$ cat config.mk
export PLATFORM = sky130hd
export DESIGN_NAME = rf_cmd_sequencer_flat
export DESIGN_NICKNAME = d
export VERILOG_FILES = /design/src/rtl/rf_cmd_pkg.sv /design/src/rtl/rf_cmd_sequencer_if.sv /design/src/rtl/rf_sel_decode.sv /design/src/rtl/rf_cmd_sequencer.sv /design/src/flat_wrapper.sv
export SDC_FILE = /design/constraint.sdc
export NUM_CORES = 1
export LEC_CHECK = 0
export CAP_MARGIN = 10
export CELL_PAD_IN_SITES_DETAIL_PLACEMENT = 0
export CELL_PAD_IN_SITES_GLOBAL_PLACEMENT = 1
export CORE_UTILIZATION = 32
export DETAILED_ROUTE_END_ITERATION = 12
export PLACE_DENSITY = 0.78
export SLEW_MARGIN = 20
export SYNTH_ARGS = -nofsm -noshare
export SYNTH_HDL_FRONTEND = slang
export SYNTH_SLANG_ARGS = --single-unit
export TNS_END_PERCENT = 30
$ cat constraint.sdc
create_clock -name clk -period 1.9 [get_ports clk]
set_input_delay 0.19 -clock clk [delete_from_list [all_inputs] [get_ports clk]]
set_output_delay 0.19 -clock clk [all_outputs]
set_load 0.03 [all_outputs]
$ cat src/rtl/rf_cmd_pkg.sv
// rf_cmd_pkg: op/function codes, sequencer states and index-to-enable decode
package rf_cmd_pkg;
   typedef enum logic [2:0] {
      OP_LDI = 3'b000, OP_MOV = 3'b001, OP_CLR = 3'b010,
      OP_INC = 3'b011, OP_DEC = 3'b100, OP_SWP = 3'b101
   } op_e;
   typedef enum logic [2:0] {
      FUN_DEC = 3'b000, FUN_INC = 3'b001, FUN_LOAD = 3'b010, FUN_CLEAR = 3'b011
   } fun_e;
   typedef enum logic [2:0] {IDLE, EXEC, SWP1, SWP2, SWP3, DONE} state_e;
   // {RegSel, ScrSel}: index 0 (R1) maps to bit 7, index 7 (S4) to bit 0
   function automatic logic [7:0] sel_decode(input logic [2:0] idx, input logic en);
      logic [7:0] sel;
      sel = 8'hFF;
      if (en) sel[3'd7 - idx] = 1'b0;
      return sel;
   endfunction
endpackage

$ cat src/rtl/rf_cmd_sequencer_if.sv
// rf_cmd_sequencer_if: command handshake plus register-file control/readback bundle
interface rf_cmd_sequencer_if #(parameter int WIDTH = 16);
   logic             CmdValid, CmdReady, CmdDone, CmdErr;
   logic [2:0]       CmdOp, CmdDst, CmdSrc;
   logic [WIDTH-1:0] CmdImm, RfOutA, I;
   logic [3:0]       RegSel, ScrSel;
   logic [2:0]       FunSel, OutASel, OutBSel;
   modport master (
      output CmdValid, CmdOp, CmdDst, CmdSrc, CmdImm, RfOutA,
      input  CmdReady, CmdDone, CmdErr, RegSel, ScrSel, FunSel, OutASel, OutBSel, I
   );
   modport slave (
      input  CmdValid, CmdOp, CmdDst, CmdSrc, CmdImm, RfOutA,
      output CmdReady, CmdDone, CmdErr, RegSel, ScrSel, FunSel, OutASel, OutBSel, I
   );
endinterface

$ cat src/rtl/rf_sel_decode.sv
// rf_sel_decode: 3-bit register index plus enable to active-low RegSel/ScrSel
module rf_sel_decode
   import rf_cmd_pkg::*;
(
   input  logic [2:0] idx,
   input  logic       en,
   output logic [3:0] reg_sel,
   output logic [3:0] scr_sel
);
   assign {reg_sel, scr_sel} = sel_decode(idx, en);
endmodule

$ cat src/rtl/rf_cmd_sequencer.sv
// rf_cmd_sequencer: expands register-transfer commands into RF control cycles; RF_CMD_COUNT_EN adds CmdCount
module rf_cmd_sequencer
   import rf_cmd_pkg::*;
#(
   parameter int         WIDTH   = 16,
   parameter logic [2:0] TMP_IDX = 3'd7
) (
   input logic              clk,
   input logic              rst_n,
   rf_cmd_sequencer_if.slave bus
`ifdef RF_CMD_COUNT_EN
   , output logic [15:0]    CmdCount
`endif
);
   state_e           state_q, state_d;
   logic [2:0]       op_q, op_d, dst_q, dst_d, src_q, src_d;
   logic [2:0]       fun_q, fun_d, out_a_q, out_a_d, sel_idx_d;
   logic [WIDTH-1:0] imm_q, imm_d, i_q, i_d;
   logic [3:0]       reg_sel_q, reg_sel_d, scr_sel_q, scr_sel_d;
   logic             use_rf_q, use_rf_d, ready_q, ready_d, done_q, done_d, err_q, err_d;
   logic             accept, ill_d, sel_en_d, swp_d;

   assign accept = bus.CmdValid & ready_q;

   always_comb begin
      op_d      = accept ? bus.CmdOp : op_q;
      dst_d     = accept ? bus.CmdDst : dst_q;
      src_d     = accept ? bus.CmdSrc : src_q;
      imm_d     = accept ? bus.CmdImm : imm_q;
      ill_d     = op_d[2:1] == 2'b11 || (op_d == OP_SWP && (dst_d == TMP_IDX || src_d == TMP_IDX));
      state_d   = state_q == IDLE ? (!accept ? IDLE : (op_d == OP_SWP && !ill_d) ? SWP1 : EXEC) :
                  (state_q == EXEC || state_q == SWP3) ? DONE :
                  state_q == SWP1 ? SWP2 : state_q == SWP2 ? SWP3 : IDLE;
      swp_d     = state_d == SWP1 || state_d == SWP2 || state_d == SWP3;
      sel_en_d  = (state_d == EXEC && !ill_d) || swp_d;
      sel_idx_d = state_d == SWP1 ? TMP_IDX : state_d == SWP3 ? src_d : dst_d;
      out_a_d   = state_d == SWP1 ? dst_d : state_d == SWP2 ? src_d : state_d == SWP3 ? TMP_IDX :
                  (state_d == EXEC && op_d == OP_MOV) ? src_d : 3'd0;
      fun_d     = (state_d != EXEC || ill_d) ? FUN_LOAD : op_d == OP_CLR ? FUN_CLEAR :
                  op_d == OP_INC ? FUN_INC : op_d == OP_DEC ? FUN_DEC : FUN_LOAD;
      use_rf_d  = (state_d == EXEC && op_d == OP_MOV) || swp_d;
      i_d       = (state_d == EXEC && op_d == OP_LDI) ? imm_d : '0;
      ready_d   = state_d == IDLE;
      done_d    = state_d == DONE;
      err_d     = state_d == DONE && ill_d;
   end

   rf_sel_decode u_sel (.idx(sel_idx_d), .en(sel_en_d), .reg_sel(reg_sel_d), .scr_sel(scr_sel_d));

   always_ff @(posedge clk or negedge rst_n) begin
      if (!rst_n) begin
         state_q   <= IDLE;
         op_q      <= '0;
         dst_q     <= '0;
         src_q     <= '0;
         imm_q     <= '0;
         fun_q     <= FUN_LOAD;
         out_a_q   <= '0;
         i_q       <= '0;
         use_rf_q  <= 1'b0;
         reg_sel_q <= 4'hF;
         scr_sel_q <= 4'hF;
         ready_q   <= 1'b1;
         done_q    <= 1'b0;
         err_q     <= 1'b0;
      end else begin
         state_q   <= state_d;
         op_q      <= op_d;
         dst_q     <= dst_d;
         src_q     <= src_d;
         imm_q     <= imm_d;
         fun_q     <= fun_d;
         out_a_q   <= out_a_d;
         i_q       <= i_d;
         use_rf_q  <= use_rf_d;
         reg_sel_q <= reg_sel_d;
         scr_sel_q <= scr_sel_d;
         ready_q   <= ready_d;
         done_q    <= done_d;
         err_q     <= err_d;
      end
   end

   // moves and swaps forward the readback of the port-A register selected this cycle
   assign bus.I        = use_rf_q ? bus.RfOutA : i_q;
   assign bus.RegSel   = reg_sel_q;
   assign bus.ScrSel   = scr_sel_q;
   assign bus.FunSel   = fun_q;
   assign bus.OutASel  = out_a_q;
   assign bus.OutBSel  = dst_q;
   assign bus.CmdReady = ready_q;
   assign bus.CmdDone  = done_q;
   assign bus.CmdErr   = err_q;

`ifdef RF_CMD_COUNT_EN
   logic [15:0] cnt_q, cnt_d;
   always_comb cnt_d = cnt_q + 16'(done_q & ~err_q);
   always_ff @(posedge clk or negedge rst_n) begin
      if (!rst_n) cnt_q <= '0;
      else cnt_q <= cnt_d;
   end
   assign CmdCount = cnt_q;
`endif
endmodule

$ cat src/flat_wrapper.sv
// flat-port wrapper written by rule: the top's interface ports become plain ports
module rf_cmd_sequencer_flat import rf_cmd_pkg::*;
#(
   parameter int         WIDTH   = 16,
   parameter logic [2:0] TMP_IDX = 3'd7
)
  (clk, rst_n, bus_CmdValid, bus_CmdOp, bus_CmdDst, bus_CmdSrc, bus_CmdImm, bus_RfOutA, bus_CmdReady, bus_CmdDone, bus_CmdErr, bus_RegSel, bus_ScrSel, bus_FunSel, bus_OutASel, bus_OutBSel, bus_I);
  rf_cmd_sequencer_if #(.WIDTH(WIDTH)) bus_i ();
  input logic clk;
  input logic rst_n;
  input wire logic [$bits(bus_i.CmdValid)-1:0] bus_CmdValid;
  input wire logic [$bits(bus_i.CmdOp)-1:0] bus_CmdOp;
  input wire logic [$bits(bus_i.CmdDst)-1:0] bus_CmdDst;
  input wire logic [$bits(bus_i.CmdSrc)-1:0] bus_CmdSrc;
  input wire logic [$bits(bus_i.CmdImm)-1:0] bus_CmdImm;
  input wire logic [$bits(bus_i.RfOutA)-1:0] bus_RfOutA;
  output wire logic [$bits(bus_i.CmdReady)-1:0] bus_CmdReady;
  output wire logic [$bits(bus_i.CmdDone)-1:0] bus_CmdDone;
  output wire logic [$bits(bus_i.CmdErr)-1:0] bus_CmdErr;
  output wire logic [$bits(bus_i.RegSel)-1:0] bus_RegSel;
  output wire logic [$bits(bus_i.ScrSel)-1:0] bus_ScrSel;
  output wire logic [$bits(bus_i.FunSel)-1:0] bus_FunSel;
  output wire logic [$bits(bus_i.OutASel)-1:0] bus_OutASel;
  output wire logic [$bits(bus_i.OutBSel)-1:0] bus_OutBSel;
  output wire logic [$bits(bus_i.I)-1:0] bus_I;
  assign bus_i.CmdValid = bus_CmdValid;
  assign bus_i.CmdOp = bus_CmdOp;
  assign bus_i.CmdDst = bus_CmdDst;
  assign bus_i.CmdSrc = bus_CmdSrc;
  assign bus_i.CmdImm = bus_CmdImm;
  assign bus_i.RfOutA = bus_RfOutA;
  assign bus_CmdReady = bus_i.CmdReady;
  assign bus_CmdDone = bus_i.CmdDone;
  assign bus_CmdErr = bus_i.CmdErr;
  assign bus_RegSel = bus_i.RegSel;
  assign bus_ScrSel = bus_i.ScrSel;
  assign bus_FunSel = bus_i.FunSel;
  assign bus_OutASel = bus_i.OutASel;
  assign bus_OutBSel = bus_i.OutBSel;
  assign bus_I = bus_i.I;
  rf_cmd_sequencer #(.WIDTH(WIDTH), .TMP_IDX(TMP_IDX)) u_core (.clk(clk), .rst_n(rst_n), .bus(bus_i));
endmodule
## After elaboration in Yosys (flattened, before gate mapping)

Index checks and enable logic that the tools add are counted.

| word-level totals | value |
|---|---|
| output and inout bits | 36 |
| logic and storage cells | 81 |
| flip-flop bits (word level) | 62 |
| input bits | 44 |

| operators by class | value |
|---|---|
| reduce and logical (&&, ||, !) cells | 19 |
| mux-type cells | 25 |
| bitwise logic cells | 2 |
| $add $sub $neg | 1 |
| order comparisons | 2 |
| eq/ne operators | 18 |

Operator list:

| operator | number |
|---|---|
| two-way mux 3 bit | 17 |
| two-way mux 16 bit | 3 |
| equality test 3 bit, second input constant | 7 |
| equality test 3 x 2 -> 1 bit, second input constant | 6 |
| equality test 3 x 1 -> 1 bit, second input constant | 3 |
| logical NOT 3 bit | 3 |
| logical OR 1 bit | 8 |
| two-way mux 8 bit | 1 |
| NOT 8 bit | 1 |
| logical AND 1 bit | 7 |
| < comparator 3 x 4 -> 1 bit, second input constant | 1 |
| two-way mux 2 bit | 2 |
| demux 1 bit (select 3 bit) | 1 |
| >= comparator 3 x 1 -> 1 bit, second input constant | 1 |
| inequality test 3 x 1 -> 1 bit, second input constant | 1 |
| subtractor 3 bit, first input constant | 1 |
| equality test 2 bit, second input constant | 1 |
| AND 1 bit | 1 |
| logical NOT 1 bit | 1 |
| two-way mux 1 bit | 1 |

## Logic depth before layout (Yosys ltp)

Gate-level depths: netlist of the first run.

| depth | value |
|---|---|
| depth in word-level cells | 21 |
| gate-level depth with buffers | 7 |
| mapped depth without buffers | 6 |

## Hierarchy

Synthesis of the first run repeated with hierarchy kept, for this count alone.

| unflattened totals | value |
|---|---|
| cells, all modules | 205 |
| area, all modules | 2683.8 µm² |

By module, submodules not included:

| module | instances | area an instance (µm²) | seq. area each (µm²) | cells an instance |
|---|---|---|---|---|
| rf_cmd_sequencer | 1 | 2607.5 | 1539.0 | 197 |
| rf_sel_decode | 1 | 76.3 | 0.0 | 8 |

## Worst setup path after synthesis of the first run

No wires, ideal clock.

| path | value |
|---|---|
| path kind | reg2reg |
| start | reg u_core.ready_q (netlist: u_core.bus.CmdReady) |
| end | reg u_core.out_a_q[0] (netlist: u_core.bus.OutASel[0]) |
| cell stages (with the launch flop) | 7 |
| clock period less this slack | 2036 ps |
| data arrival time | 1942 ps |
| path buffers | 1 |
| required time | 1806 ps |
| library setup time | 94 ps |
| setup slack | -136 ps |
| path through | dfstp_2 and2_4 buf_6 mux2_4 a22oi_4 o211ai_2 a221oi_2 |

| on the way | value |
|---|---|
| cells in the longest elaborated chain, start to end | 17 |
| elaborated cells between the ends (all ways) | 26 |
| classes of those cells | 9 x eq/ne; 10 x mux; 1 x bitwise; 6 x reduce/logical |

RTL lines:

| what | RTL line | source |
|---|---|---|
| from (decl) | rf_cmd_sequencer.sv:20 | `logic use_rf_q, use_rf_d, ready_q, ready_d, done_q, done_d, err_q, err_d;` |
| from (signal assigned) | rf_cmd_sequencer.sv:78 | `ready_q <= ready_d;` |
| AND 1 bit (*) | rf_cmd_sequencer.sv:23 | `assign accept = bus.CmdValid & ready_q;` |
| two-way mux 3 bit (*) | rf_cmd_sequencer.sv:27 | `dst_d = accept ? bus.CmdDst : dst_q;` |
| net u_core.dst_d[1] | rf_cmd_sequencer.sv:16 | `logic [2:0] op_q, op_d, dst_q, dst_d, src_q, src_d;` |
| equality test 3 bit (*) | rf_cmd_sequencer.sv:30 | `ill_d = op_d[2:1] == 2'b11 \|\| (op_d == OP_SWP && (dst_d == TMP_IDX \|\| src_d == TMP_IDX));` |
| logical OR 1 bit (*) | rf_cmd_sequencer.sv:30 |  |
| logical AND 1 bit (*) | rf_cmd_sequencer.sv:30 |  |
| logical OR 1 bit (*) | rf_cmd_sequencer.sv:30 |  |
| logical NOT 1 bit (*) | rf_cmd_sequencer.sv:31 | `state_d = state_q == IDLE ? (!accept ? IDLE : (op_d == OP_SWP && !ill_d) ? SWP1 : EXEC) :` |
| logical AND 1 bit (*) | rf_cmd_sequencer.sv:31 |  |
| two-way mux 2 bit (*) | rf_cmd_sequencer.sv:31 |  |
| two-way mux 3 bit (*) (2 in a row) | rf_cmd_sequencer.sv:31 |  |
| equality test 3 x 1 -> 1 bit | rf_cmd_sequencer.sv:38 | `(state_d == EXEC && op_d == OP_MOV) ? src_d : 3'd0;` |
| logical AND 1 bit | rf_cmd_sequencer.sv:38 |  |
| two-way mux 3 bit | rf_cmd_sequencer.sv:38 |  |
| two-way mux 3 bit (2 in a row) | rf_cmd_sequencer.sv:37 | `out_a_d = state_d == SWP1 ? dst_d : state_d == SWP2 ? src_d : state_d == SWP3 ? TMP_IDX :` |
| two-way mux 3 bit (*) | rf_cmd_sequencer.sv:37 |  |
| net u_core.out_a_d[0] | rf_cmd_sequencer.sv:17 | `logic [2:0] fun_q, fun_d, out_a_q, out_a_d, sel_idx_d;` |
| to (signal assigned) | rf_cmd_sequencer.sv:73 | `out_a_q <= out_a_d;` |
| to (decl) | rf_cmd_sequencer.sv:17 |  |

The timed path passes the listed nets; every way through them passes the cells marked *.

## Final worst setup path of the first run

Same ends and word-level chain as after synthesis.

==> results of run 1 <==
-- synthesized netlist by cell type (all sizes together) (2+ instances only) --
master and count:
dfstp 10, nand2 65, o21ai 9, nor4 2
and3 2, clkbuf 7, nand4 3, and2 2
mux4 2, a211oi 4, mux2i 4, a21oi 20
nand3 10, nor2 4, a22oi 2, nand2b 2
dfrtp 51, inv 4, nor3 5, mux2 20
buf 7
-- final cells by class --
| type | instances | area [um2] |
|---|---|---|
| clock buffers | 10 | 138 |
| flip-flops and latches | 61 | 1540 |
| well taps | 102 | 128 |
| repair buffers | 112 | 1040 |
| fillers | 742 | 3840 |
| multi-input cells | 170 | 1100 |
| inverters | 4 | 15.0 |
| clock inverters | 6 | 86.3 |
-- routing by layer --
metal  global-route usage [%]  vias to the layer above  routed length (um)
met5                        0                        -                   0
met1                     20.7                     1069                2930
li1                         -                     1080                   -
met3                     4.80                        6                 534
met4                     6.54                        0                  76
met2                     27.3                       78                3290
-- worst max-delay path: cells and delay by family, from the launching register on --
kind / cells / cell delay, ns
compound gates: 3 / 0.69
flops: 1 / 0.57
mux: 1 / 0.34
simple gates: 1 / 0.22
-- repair_timing --
item                       in CTS  in global routing
buffers inserted                0                  1
cloned                          0                  1
pin swaps                       5                  4
resized for setup              18                 10
hold buffers                    1                  0
hold endpoints to repair       19                  0
setup endpoints to repair      26                 19
-- per-stage QoR --
| stage | setup TNS, ns | utilization [%] | hold slack (ns) |
|---|---|---|---|
| 3_5_place_dp | -4.69 | 47.9 | 0.202 |
| 3_3_place_gp | -3.23 | 47.9 | 0.201 |
| 5_1_grt | -0.842 | 51.3 | 0.392 |
| 2_1_floorplan | -1.01 | - | -0.106 |
| 4_1_cts | -0.162 | 50.7 | 0.374 |
| 6_report | 0 | 51.3 | 0.364 |
-- registers in the layout, indices dropped and copies added, names as in the netlist --
| name | flops |
|---|---|
| u_core.bus.RegSel | 4 |
| u_core.bus.OutBSel | 3 |
| u_core.state_q | 3 |
| u_core.use_rf_q | 1 |
| u_core.bus.CmdDone | 1 |
| u_core.bus.OutASel | 3 |
| u_core.op_q | 3 |
| u_core.i_q | 16 |
| u_core.src_q | 3 |
| u_core.imm_q | 16 |
| u_core.bus.ScrSel | 4 |
| u_core.bus.CmdErr | 1 |
| u_core.bus.FunSel | 2 |
| u_core.bus.CmdReady | 1 |
-- path summary, 6_finish.rpt --
path / start / endpoint / depth (start not counted)
worst max-delay path: u_core.bus.CmdReady / u_core.bus.OutASel[0] / 5
worst min-delay path: rst_n / u_core.i_q[0] / 2
worst max register to register: u_core.bus.CmdReady / u_core.bus.OutASel[0] / 5
worst min register to register: u_core.imm_q[0] / u_core.imm_q[0] / 2
max in group asynchronous: rst_n / u_core.bus.ScrSel[2] / 3
min in group clk: bus_CmdImm[13] / u_core.imm_q[13] / 3
-- cells by family after synthesis --
group                      count (synthesis)
DFF                                       61
AOI/OAI and AO/OA                         43
buffers and inverters                     18
and+or+nand+nor                           97
adders and majority gates                  1
other                                      1
xor gates and xnor gates                   1
muxes                                     26
-- report_power, final --
group / switching [uW] / leakage [uW] / total, uW / internal (uW)
registers: 158 / 0.000766 / 1800 / 1640
logic: 1160 / 0.00105 / 2110 / 954
clock network: 528 / 0.000112 / 1300 / 771
total: 1840 / 0.00193 / 5210 / 3360
==> flow_metrics.tcl, run 1 <==
set metrics [dict create \
    die_w_um 93.5 \
    critPathRequiredTime_ns 2.16 \
    cts-root-buf "clkbuf_8" \
    slew_headroom_pct 64.1 \
    ys_types 43 \
    cp_slowest_stage_delay_ns 0.57 \
    n_antenna_cell 0 \
    gp_congestion 0.835 \
    drv_cap 0 \
    cp-start-kind "flip-flop" \
    p_leak_uw 0.00193 \
    ir_drop_mv 0.558 \
    antenna_left 0 \
    hold_class "primary input to async pin" \
    setup_viol 0 \
    outcome "completed" \
    final-hold-violation-count 0 \
    rrSetupSlack_ns 0.01 \
    synth_compound_area_share_pct 10.6 \
    path_cells "and2_4 -> mux2_4 -> a22oi_4 -> o211ai_2 -> a221oi_2" \
    wl_um 6830 \
    dpl-instance-area_um2 3780 \
    endpoint_kind "flip-flop" \
    place_ws_ns -0.275 \
    synth.largest_area_cell "dfrtp_1" \
    synth_top_area_share_pct 47.7 \
    fin_worst_skew_ns 0.0101 \
    grt_max_degree 41 \
    crit_path_top_delay_cell "dfstp_2" \
    syn_inst 248 \
    path_max_fanout 7 \
    cts_num_sinks 61 \
    die_area_um2 8730 \
    avgViaCountPerCell 4.80 \
    post-place-cells 446 \
    ys_seq_area_share_pct 57.5 \
    fin_crit_sh_pct 99.4 \
    muxShareOfSynthArea_pct 12.2 \
    final_cell_mix "nand2_1, clkdlybuf4s50_1, dfrtp_1, buf_4, a21oi_1" \
    fin_nets 402 \
    crit_type "flip-flop to flip-flop" \
    synth_seq_cells 61 \
    yosysWarningCount 0 \
    ys_top_cells_by_area "dfrtp_1, dfstp_2, nand2_1" \
    fin_area_um2 4040 \
    clock.fmax_mhz 530 \
    drc 0 \
    clk_pin_slew_ns 0.07 \
    cts_inserted_buffers 9 \
    crit_arrival_ns 2.14 \
    avgRoutedWirePerCell_um 14.7 \
    hpwl_um 4790 \
    drive_gt1_share_pct 27.0 \
    drt-pass1-iter-count 5 \
    final_common_cell "nand2_1" \
    clkLatencyLatePin_ns 0.35 \
    drv_slew 0 \
    antenna_found_initial 0 \
    pwr_density_cell_nw_per_um2 1290 \
    grt_first_pass_wirelength_um 10900 \
    synth_xor_area_share_pct 0.327 \
    syn2layout_area_growth_pct 51.1 \
    syn-cell-area_um2 2680 \
    gr-total-overflow 0 \
    synth_adder_area_share_pct 0.374 \
    core_um2 7890 \
    worst_slack_ns 0.0115 \
    rsz0062_at_grt "true" \
    finalPower_uw 5210 \
    vias 2233 \
    die_h_um 93.5 \
    synth_fp_nets 292 \
    grt_pass1_vias 2259 \
    cts_tree "yes" \
    synth_flop_cell "dfrtp_1" \
    fin_crit_ns 1.89 \
    drtIter0Drc 58 \
    h-tree-depth 3 \
    start_util_pct 33.9 \
    worst_pin_slew_ns 0.538 \
    synth_edf_count 0 \
    ys_async_sr_fraction_pct 100 \
    syn_avg_cell_area_um2 10.8 \
    rows 32 \
    grtUsageTotal_pct 16.7 \
    pin_count 80 \
    final_cells 465 \
    synthSimpleGateAreaFrac_pct 15.8 \
    synth_top_family_by_area "simple AND/OR/NAND/NOR gates" \
    clk_path_buf_depth 2 \
    io_buffer_count 78 \
]
Power figures use the tool's default switching activity.
==> run 2: changes to the inputs <==
Settings changed: ABC_AREA set to 1, CORE_UTILIZATION 32 to 33, PLACE_DENSITY 0.78 to 0.79.
==> run 2 against run 1 <==
Cell count up 10%. Non-clock buffer count grew 8. First-iteration DRC count down 40%. Sequential share of layout area fell by 2.9 points. Flip-flop and latch count unchanged. Via count is 2.6% higher.
==> flow_metrics.tcl, run 2 <==
set metrics [dict create \
    outcome "completed" \
    p_leak_uw 0.00213 \
    clk_path_buf_depth 2 \
    ys_top_cells_by_area "dfrtp_1, dfstp_2, mux2_2" \
    slew_headroom_pct 64.6 \
    drv_cap 0 \
    final-hold-violation-count 0 \
    hold_class "primary input to async pin" \
    clkLatencyLatePin_ns 0.34 \
    finalPower_uw 5220 \
    drtIter0Drc 35 \
    cp-start-kind "flip-flop" \
    clock.fmax_mhz 535 \
    rrSetupSlack_ns 0.03 \
    synth.largest_area_cell "dfrtp_1" \
    worst_pin_slew_ns 0.531 \
    drive_gt1_share_pct 36.3 \
    yosysWarningCount 0 \
    fin_worst_skew_ns 0.0117 \
    cts_tree "yes" \
    synth_top_area_share_pct 44.1 \
    clk_pin_slew_ns 0.07 \
    vias 2292 \
    synth_most_common_cell "dfrtp_1" \
    ys_seq_area_share_pct 53.2 \
    r2r-start "u_core.bus.CmdReady" \
    grt_first_pass_wirelength_um 10400 \
    h-tree-depth 3 \
    core_um2 8340 \
    rsz0062_at_grt "true" \
    hpwl_um 4980 \
    critPathRequiredTime_ns 2.11 \
    grt_pass1_vias 2250 \
    post-place-cells 486 \
    final_cell_mix "clkdlybuf4s50_1, dfrtp_1, inv_1, nand2_1, buf_4" \
    wl_um 6660 \
    ys_async_sr_fraction_pct 100 \
    startpoint "u_core.bus.CmdReady" \
    synth_edf_count 0 \
    setup_viol 0 \
    whs_ns 0.371 \
    antenna_left 0 \
    final_common_cell "clkdlybuf4s50_1" \
    syn-cell-area_um2 2890 \
    synth_common_cells "dfrtp_1, inv_1, nand2_1" \
    syn_avg_cell_area_um2 10.3 \
    place_ws_ns -0.128 \
    reg_top3 "u_core.i_q x16, u_core.imm_q x16" \
    syn_inst 282 \
    cp_slowest_stage_delay_ns 0.67 \
    synth_fp_nets 326 \
    crit_path_frequent_cell "nor2_4" \
    fin_crit_ns 1.87 \
    pin_count 80 \
    cts_num_sinks 61 \
    avgRoutedWirePerCell_um 13.0 \
    fin_crit_sh_pct 98.4 \
    start_util_pct 34.7 \
    n_antenna_cell 0 \
    gr-total-overflow 0 \
    endpoint_kind "flip-flop" \
    gp_congestion 0.799 \
    path_max_fanout 8 \
    rows 33 \
    cts-root-buf "clkbuf_8" \
    die_w_um 95.6 \
    path_cells "nand2_8 -> buf_8 -> nand2_4 -> o21ai_4 -> nor2_4 -> nand3_2 -> nand2_2 -> nor2_4 -> nand3_4 -> clkbuf_16 -> nor2_4" \
    io_buffer_count 78 \
    ir_drop_mv 0.414 \
    die_area_um2 9140 \
    die_h_um 95.6 \
    avgViaCountPerCell 4.47 \
    synth_seq_cells 61 \
    synth_flop_cell "dfrtp_1" \
    crit_arrival_ns 2.08 \
    ys_types 29 \
    dpl-instance-area_um2 4020 \
    drc 0 \
    fin_area_um2 4370 \
    grt_max_degree 25 \
    worst_slack_ns 0.0310 \
    grtUsageTotal_pct 15.5 \
    cts_inserted_buffers 9 \
    drv_slew 0 \
    drt-pass1-iter-count 4 \
    crit_type "flip-flop to flip-flop" \
    pwr_density_cell_nw_per_um2 1190 \
    syn2layout_area_growth_pct 51.1 \
    final_cells 513 \
    crit_path_top_delay_cell "dfstp_2" \
    antenna_found_initial 0 \
    fin_nets 447 \
    nFillCells 751 \
]
[run 2: cell count changes in the layout (fill, tap and decap cells not counted), moves of 4 or more]
cell and change:
inv_1 +36, nand3_4 +5, nand2_2 +11, nand3_2 +5, nand2_4 +5, o21ai_0 +13, buf_12 +4, nor2_1 +9
a21oi_1 -15, nand4_1 +7, o21ai_1 -4, nand2_1 -34, or2_2 +16, nor2_4 +14
[run 2: cell families (layout without fill, tap and decap cells)]
group                  Yosys count  after routing  synth area share [%]
DFF                             61             61                  53.2
buffers and inverters           52            178                  8.39
muxes                           16             16                  6.23
and+or+nand+nor                127            127                  27.0
AOI/OAI and AO/OA               25             25                  5.06
other                            1              1                 0.130
[run 2: what timing repair did]
item                       CTS  global route
gates resized for setup     17            25
pin swaps                    0            14
gates cloned                 0             1
hold buffers                 1             0
setup endpoints to repair   17            26
setup buffers                0             9
hold endpoints to repair    14             0
[run 2: final timing paths]
kind	to	cells after the start
worst max register to register	u_core.i_q[8]	11
worst min-delay path	u_core.i_q[0]	2
worst max-delay path	u_core.i_q[8]	11
max in group asynchronous	u_core.bus.FunSel[1]	3
worst min register to register	u_core.imm_q[0]	3
min in group clk	u_core.imm_q[4]	3
[run 2: worst max-delay path: cells and delay by family (launching register included)]
family	cells	cell delay, ns
and+or+nand+nor	8	0.70
DFF	1	0.67
buffers and inverters	2	0.33
AOI/OAI and AO/OA	1	0.07
[run 2: area by class of cell]
| class | count | area (um2) | share of cell area (%) |
|---|---|---|---|
| clock buffers | 12 | 145 | 3.32 |
| repair buffers | 120 | 1180 | 27.0 |
| inverters | 42 | 158 | 3.61 |
| flip-flops and latches | 61 | 1540 | 35.2 |
| clock inverters | 4 | 26.3 | 0.601 |
| well taps | 105 | 131 | 3.01 |
| multi-input cells | 169 | 1190 | 27.3 |
[run 2: metrics by stage]
step,setup TNS (ns),utilization (%)
after floorplan,0,-
after global placement,-1.50,48.2
after detailed placement,-2.53,48.2
after CTS,0,50.1
after global routing,-0.729,52.4
final,0,52.4
[run 2: per-layer routing]
layer | wire length [um] | GRT usage (%) | part of all wire [%] | vias up
met2 | 3340 | 26.6 | 50 | 67
met4 | 97 | 5.97 | 1.5 | 0
met5 | 0 | 0 | 0 | -
met1 | 2750 | 18.1 | 41 | 1086
li1 | - | - | - | 1130
met3 | 468 | 4.86 | 7.0 | 9
[run 2: where the power goes]
part | internal [uW] | switching, uW | total [uW]
Sequential | 1630 | 135 | 1770
Clock | 507 | 500 | 1010
Combinational | 1090 | 1350 | 2440
Total | 3230 | 1990 | 5220
